$ cat src/rtl/alu_logic_sequencer.sv
// Bit-serial-by-chunk logic unit: a wide XOR/OR/AND/NOT is computed on one
// SLICE-bit slice, one chunk per cycle, LSB chunk first.

module alu_logic_slice #(
    parameter int N = 4
) (
    input  logic [N-1:0] a_i,
    input  logic [N-1:0] b_i,
    input  logic         en_xor_i,
    input  logic         en_or_i,
    input  logic         en_and_i,
    input  logic         en_not_i,
    output logic [N-1:0] y_o
);
    assign y_o = ({N{en_xor_i}} & (a_i ^ b_i))
               | ({N{en_or_i}}  & (a_i | b_i))
               | ({N{en_and_i}} & (a_i & b_i))
               | ({N{en_not_i}} & (~a_i));
endmodule

module alu_logic_sequencer #(
    parameter int WIDTH = 16,
    parameter int SLICE = 4
) (
    input  logic             clk,
    input  logic             reset,
    input  logic             req_valid,
    output logic             req_ready,
    input  logic [1:0]       req_op,
    input  logic [WIDTH-1:0] req_a,
    input  logic [WIDTH-1:0] req_b,
    output logic             rsp_valid,
    input  logic             rsp_ready,
    output logic [WIDTH-1:0] rsp_result,
    output logic             busy,
    output logic [1:0]       dbg_state,
    output logic [3:0]       dbg_enables
);
    localparam int CHUNKS = WIDTH / SLICE;
    localparam int IDX_W  = (CHUNKS > 1) ? $clog2(CHUNKS) : 1;
    localparam logic [IDX_W-1:0] LAST_IDX = IDX_W'(CHUNKS - 1);

    typedef enum logic [1:0] {
        IDLE = 2'd0,
        RUN  = 2'd1,
        DONE = 2'd2
    } state_t;

    state_t             state_q, state_d;
    logic [IDX_W-1:0]   idx_q, idx_d;
    logic [WIDTH-1:0]   a_q, a_d;
    logic [WIDTH-1:0]   b_q, b_d;
    logic [1:0]         op_q, op_d;
    logic [WIDTH-1:0]   result_q, result_d;

    logic [SLICE-1:0]   slice_a, slice_b, slice_y;
    logic               en_xor, en_or, en_and, en_not;

    alu_logic_slice #(.N(SLICE)) u_slice (
        .a_i      (slice_a),
        .b_i      (slice_b),
        .en_xor_i (en_xor),
        .en_or_i  (en_or),
        .en_and_i (en_and),
        .en_not_i (en_not),
        .y_o      (slice_y)
    );

    always_ff @(posedge clk) begin
        if (reset) begin
            state_q  <= IDLE;
            idx_q    <= '0;
            a_q      <= '0;
            b_q      <= '0;
            op_q     <= '0;
            result_q <= '0;
        end else begin
            state_q  <= state_d;
            idx_q    <= idx_d;
            a_q      <= a_d;
            b_q      <= b_d;
            op_q     <= op_d;
            result_q <= result_d;
        end
    end

    always_comb begin
        state_d  = state_q;
        idx_d    = idx_q;
        a_d      = a_q;
        b_d      = b_q;
        op_d     = op_q;
        result_d = result_q;
        en_xor   = 1'b0;
        en_or    = 1'b0;
        en_and   = 1'b0;
        en_not   = 1'b0;
        slice_a  = a_q[idx_q*SLICE +: SLICE];
        slice_b  = b_q[idx_q*SLICE +: SLICE];

        case (state_q)
            IDLE: begin
                if (req_valid) begin
                    a_d     = req_a;
                    b_d     = req_b;
                    op_d    = req_op;
                    idx_d   = '0;
                    state_d = RUN;
                end
            end
            RUN: begin
                case (op_q)
                    2'b00:   en_xor = 1'b1;
                    2'b01:   en_or  = 1'b1;
                    2'b10:   en_and = 1'b1;
                    default: en_not = 1'b1;
                endcase
                // Unwritten chunks keep the previous result until overwritten.
                result_d[idx_q*SLICE +: SLICE] = slice_y;
                if (idx_q == LAST_IDX) begin
                    idx_d   = '0;
                    state_d = DONE;
                end else begin
                    idx_d = idx_q + 1'b1;
                end
            end
            DONE: begin
                if (rsp_ready) begin
                    state_d = IDLE;
                end
            end
            default: state_d = IDLE;
        endcase
    end

    assign req_ready   = (state_q == IDLE);
    assign rsp_valid   = (state_q == DONE);
    assign busy        = (state_q == RUN) || (state_q == DONE);
    assign rsp_result  = result_q;
    assign dbg_state   = state_q;
    assign dbg_enables = {en_xor, en_or, en_and, en_not};
endmodule

$ cat config.mk
export PLATFORM = sky130hd
export DESIGN_NAME = alu_logic_sequencer
export DESIGN_NICKNAME = d
export VERILOG_FILES = /design/src/rtl/alu_logic_sequencer.sv
export SDC_FILE = /design/constraint.sdc
export NUM_CORES = 1
export LEC_CHECK = 0
export ABC_AREA = 0
export BUFFER_PORTS_ARGS = -buffer_cell sky130_fd_sc_hd__buf_2
export CAP_MARGIN = 30
export CORE_ASPECT_RATIO = 1.75
export CORE_UTILIZATION = 45
export DETAILED_ROUTE_END_ITERATION = 12
export HOLD_SLACK_MARGIN = 0.02
export PLACE_DENSITY = 0.69
export SKIP_LAST_GASP = 1
export SLEW_MARGIN = 5
export SYNTH_ARGS = -nofsm -noshare
export SYNTH_HDL_FRONTEND = slang
export SYNTH_HIERARCHICAL = 1
export SYNTH_SLANG_ARGS = --single-unit
$ cat constraint.sdc
create_clock -name clk -period 4.4 [get_ports clk]
set_clock_uncertainty 0.15 [all_clocks]
set_input_delay 1.32 -clock clk [delete_from_list [all_inputs] [get_ports clk]]
set_output_delay 1.32 -clock clk [all_outputs]
set_load 0.01 [all_outputs]
Word-level counts from Yosys, hierarchy flattened
Cells that the tools add are included.
Widths: inputs -> output; s select.

word-level totals
  bits of input ports = 38
  memory bits (writable) = 0
  flip-flop bits (word level) = 54
  latch bits = 0
  memory bits (read-only) = 0
  memories = 0
  logic and storage cells = 55
  output and inout port bits = 25

operators by class
  multipliers = 0
  eq/ne operators = 8
  div/mod/pow operators = 0
  add/subtract/negate cells = 2
  multiplexer cells = 16
  shift operators = 4
  order comparisons = 0
  bitwise operators = 11
  reduce and logical (&&, ||, !) cells = 8

operators by type and width
  kind                     count
  $neg 4->34               1
  $shift 4x34->16 const A  1
  $shiftx 4x34->16         1
  $shiftx 16x5->4          2
  $and 4x4->4              5
  $bwmux 16                1
  $or 4x4->4               4
  $mux 2                   5
  $mux 1                   8
  $eq 2x2->1 const B       3
  $pmux 2 s3               1
  $eq 2x1->1 const B       2
  $logic_not 2->1          2
  $ne 2x2->1 const B       2
  $not 4->4                1
  $pmux 2 s2               1
  $reduce_and 2->1         2
  $xor 4x4->4              1
  $reduce_and 3->1         1
  $reduce_or 3->1          1
  $add 2x1->2 const B      1
  $ne 2x1->1 const B       1
  $reduce_bool 2->1        1
  $logic_or 1x1->1         1

Longest topological paths before layout
  depth in word-level cells = 9
  depth in mapped cells = 9
  mapped depth without buffers = 8

By module
The synthesis kept the hierarchy.

modules (own cells, without submodules)
  module               instances  area an instance (um^2)  cells each  seq. area each (um^2)
  alu_logic_sequencer  1          2371.0                   269         1081.0
  alu_logic_slice      1          224.0                    33          0.0

Worst setup path before layout
Ideal clock, no wire load.

  kind = reg2out
  start = register state_q[0] (netlist: dbg_state[0])
  end = output port dbg_enables[3]
  slack = 1.520 ns
  path buffers = 2
  arrival = 1.410 ns
  data required time = 2.930 ns
  cell stages (with the launch flop) = 5
  path through = dfxtp_1 -> ha_1 -> buf_2 -> nor3b_1 -> buf_4

between the ends
  longest elaborated chain between the ends = 2

ends and longest elaborated chain
  what                    line  RTL
  start, declared         49    state_t state_q, state_d;
  start signal, assigned  78    state_q <= state_d;
  $eq 2x1->1              101   case (state_q)
  $mux 1                  101
  end, declared           37    output logic [3:0] dbg_enables

Every way passes these cells.

Worst setup path in the final report
  start = register state_q[1] (netlist: dbg_state[1])
  end = output port dbg_enables[1]

The elaborated chain is that of the path after synthesis.

==> flow_metrics.env <==
export IMPL_clkSlewWorstSetupHoldPaths_ps=90
export IMPL_power_density_nw_per_um2=439
export IMPL_die_h_um=102
export IMPL_end_kind="primary output"
export IMPL_io_buffers=62
export IMPL_dp_hpwl_um=4090
export IMPL_fill_cells=559
export IMPL_power_leakage_nw=1.28
export IMPL_cp_required_ps=2930
export IMPL_io_pins=63
export IMPL_syn_nets=357
export IMPL_worst_pin_slew_ps=995
export IMPL_root_buffer="clkbuf_8"
export IMPL_dieArea_um2=6090
export IMPL_firstDrtPassIters=4
export IMPL_drt_vias_per_instance=5.06
export IMPL_drcViolationCount=0
export IMPL_final_net_count=408
export IMPL_syn_inst=302
export IMPL_busiest_layer="met2"
export IMPL_ctsResizeCount=0
export IMPL_yosysWarnings=6
export IMPL_ant_nets=0
export IMPL_ir_drop_v=0.000212
export IMPL_post_route_period_util=0.735
export IMPL_antenna_found_initial=0
export IMPL_wl_um=5540
export IMPL_overflow=0
export IMPL_cts_max_level=2
export IMPL_setup_violations=0
export IMPL_grt_use_total=0.195
export IMPL_clock_sinks=54
export IMPL_crit_arrival_ps=1760
export IMPL_utilization=0.544
export IMPL_area_growth_pct=16.2
export IMPL_ys_types=28
export IMPL_drive_gt1_frac=0.238
export IMPL_gp_congestion=0.806
export IMPL_grt_met3_usage=0.0380
export IMPL_seq_area_frac_synth=0.417
export IMPL_grtUsageMet2=0.354
export IMPL_rsz0062_at_grt="false"
export IMPL_ys_ff_latch=54
export IMPL_grt_pass1_wl_um=8900
export IMPL_postCtsHoldBufs=0
export IMPL_first_global_vias=2031
export IMPL_crit_path_start_kind="register"
export IMPL_rows=36
export IMPL_hold_ws_ps=306
export IMPL_critical_path_class="register to primary output"
export IMPL_dr_total_vias=2171
export IMPL_cap_violations=0
export IMPL_use_met1=0.204
export IMPL_post_cts_buffers=0
export IMPL_finalSetupTns_ps=0
export IMPL_clock_latency_ps=300
export IMPL_hold_path_class="register to register"
export IMPL_status="finished, final reports clean"
export IMPL_clk_path_buf_depth=2
export IMPL_avgRoutedWirePerCell_um=12.9
export IMPL_core_area_um2=5540
export IMPL_syn_avg_cell_area_um2=8.59
export IMPL_drt_initial_drc_count=64
export IMPL_critPathMaxFanout=15
export IMPL_die_w_um=59.4
export IMPL_max_freq_ghz=0.309
export IMPL_relSlewSlack=0.336
export IMPL_insertedDiodeCount=0
export IMPL_grt_start_max_net_pins=61
export IMPL_syn_area_um2=2590
export IMPL_post_route_min_period_ps=3230
export IMPL_hold_viol_final=0
export IMPL_cts_tree="built"
export IMPL_slew_viol_final=0
export IMPL_initial_core_util=0.468
export IMPL_cts_made_buffers=5
-- cells in the final DEF (no fill, tap or decap), drive strengths merged --
| cell type | netlist | final |
|---|---|---|
| dfxtp | 54 | 54 |
| ha | 17 | 17 |
| a32oi | 12 | 12 |
| and3 | 1 | 1 |
| mux4 | 8 | 8 |
| clkinv | 0 | 2 |
| o21ai | 4 | 4 |
| a2bb2oi | 1 | 1 |
| inv | 15 | 15 |
| o2111ai | 4 | 4 |
| mux2i | 3 | 3 |
| nor2 | 14 | 14 |
| and4bb | 1 | 1 |
| a221oi | 1 | 1 |
| and2b | 1 | 1 |
| clkbuf | 10 | 5 |
| and2 | 2 | 2 |
| nand4 | 1 | 1 |
| a21oi | 35 | 35 |
| buf | 11 | 65 |
| nor2b | 2 | 2 |
| nand2 | 84 | 84 |
| nand2b | 12 | 12 |
| and3b | 2 | 2 |
| nor3b | 2 | 2 |
| or3b | 1 | 1 |
| nand3b | 4 | 4 |
-- path summary, 6_finish.rpt --
check	startpoint	to	slack, ps	cells past startpoint
min reg2reg	b_q[13]	b_q[13]	310	2
max	dbg_state[1]	dbg_enables[1]	1170	5
max reg2reg	idx_q[0]	rsp_result[14]	1580	7
min	b_q[13]	b_q[13]	310	2
-- critical path, stage by stage, from the launching register on --
cell     delay [ps]
dfxtp_1         340
inv_1            80
ha_1            460
nand2_1         100
nor2_1          290
buf_2           200
-- layout make-up --
type | count | area (um^2) | area share
clock buffers | 5 | 68.8 | 0.0228
flip-flops and latches | 54 | 1080 | 0.359
clock inverters | 2 | 10.0 | 0.00332
inverters | 15 | 56.3 | 0.0187
well taps | 76 | 95.1 | 0.0315
multi-input cells | 212 | 1360 | 0.450
repair buffers | 65 | 348 | 0.115
-- sequential cells by signal (all words and copies together), names as in the netlist --
name,count
op_q,2
idx_q,2
a_q,16
b_q,16
rsp_result,16
dbg_state,2
-- power breakdown --
group          internal [W]  switching, W  leakage [nW]
clock              0.000107      0.000155        0.0438
sequential         0.000552     0.0000536         0.441
combinational      0.000196      0.000258         0.793
total              0.000856      0.000466          1.28
-- synth_stat cells, drive strengths merged --
cell     number  share of area
a32oi        12          0.041
a221oi        1         0.0058
nand2b       12          0.029
and3          1         0.0024
nor3b         2         0.0058
nor2b         2         0.0048
nand3b        4          0.012
inv          15          0.022
or3b          1         0.0034
a2bb2oi       1         0.0034
nand4         1         0.0024
a21oi        35          0.068
mux2i         3          0.012
dfxtp        54           0.42
and3b         2         0.0068
o21ai         4         0.0077
and4bb        1         0.0048
ha           17          0.082
clkbuf       10          0.014
mux4          8          0.069
and2          2         0.0048
o2111ai       4          0.013
nor2         14          0.020
and2b         1         0.0034
buf          11          0.025
nand2        84           0.12
-- stage by stage --
| stage | total power, W | worst slack [ps] | instance area [um^2] | cells |
|---|---|---|---|---|
| final | 0.00132 | 1170 | 3010 | 429 |
| after global routing | 0.00141 | 996 | 3010 | 429 |
| after CTS | 0.00134 | 1150 | 3010 | 429 |
| after detailed placement | 0.00108 | 1490 | 2940 | 422 |
| after global placement | 0.00104 | 1510 | 2910 | 420 |
| after floorplan | 0.000948 | 1520 | 2590 | 302 |
-- cells by family after synthesis --
kind of cell,count (synthesis),synth area share
buf+inv,36,0.0612
mux,11,0.0810
compound gates,57,0.138
flops,54,0.417
simple gates,127,0.221
fa+ha+maj,17,0.0820
-- metal layers --
metal / routed length [um] / vias up
li1: - / 1119
met1: 2150 / 988
met2: 2970 / 49
met3: 198 / 15
met4: 218 / 0
met5: 0 / -
(Power assumes the default switching activity.)
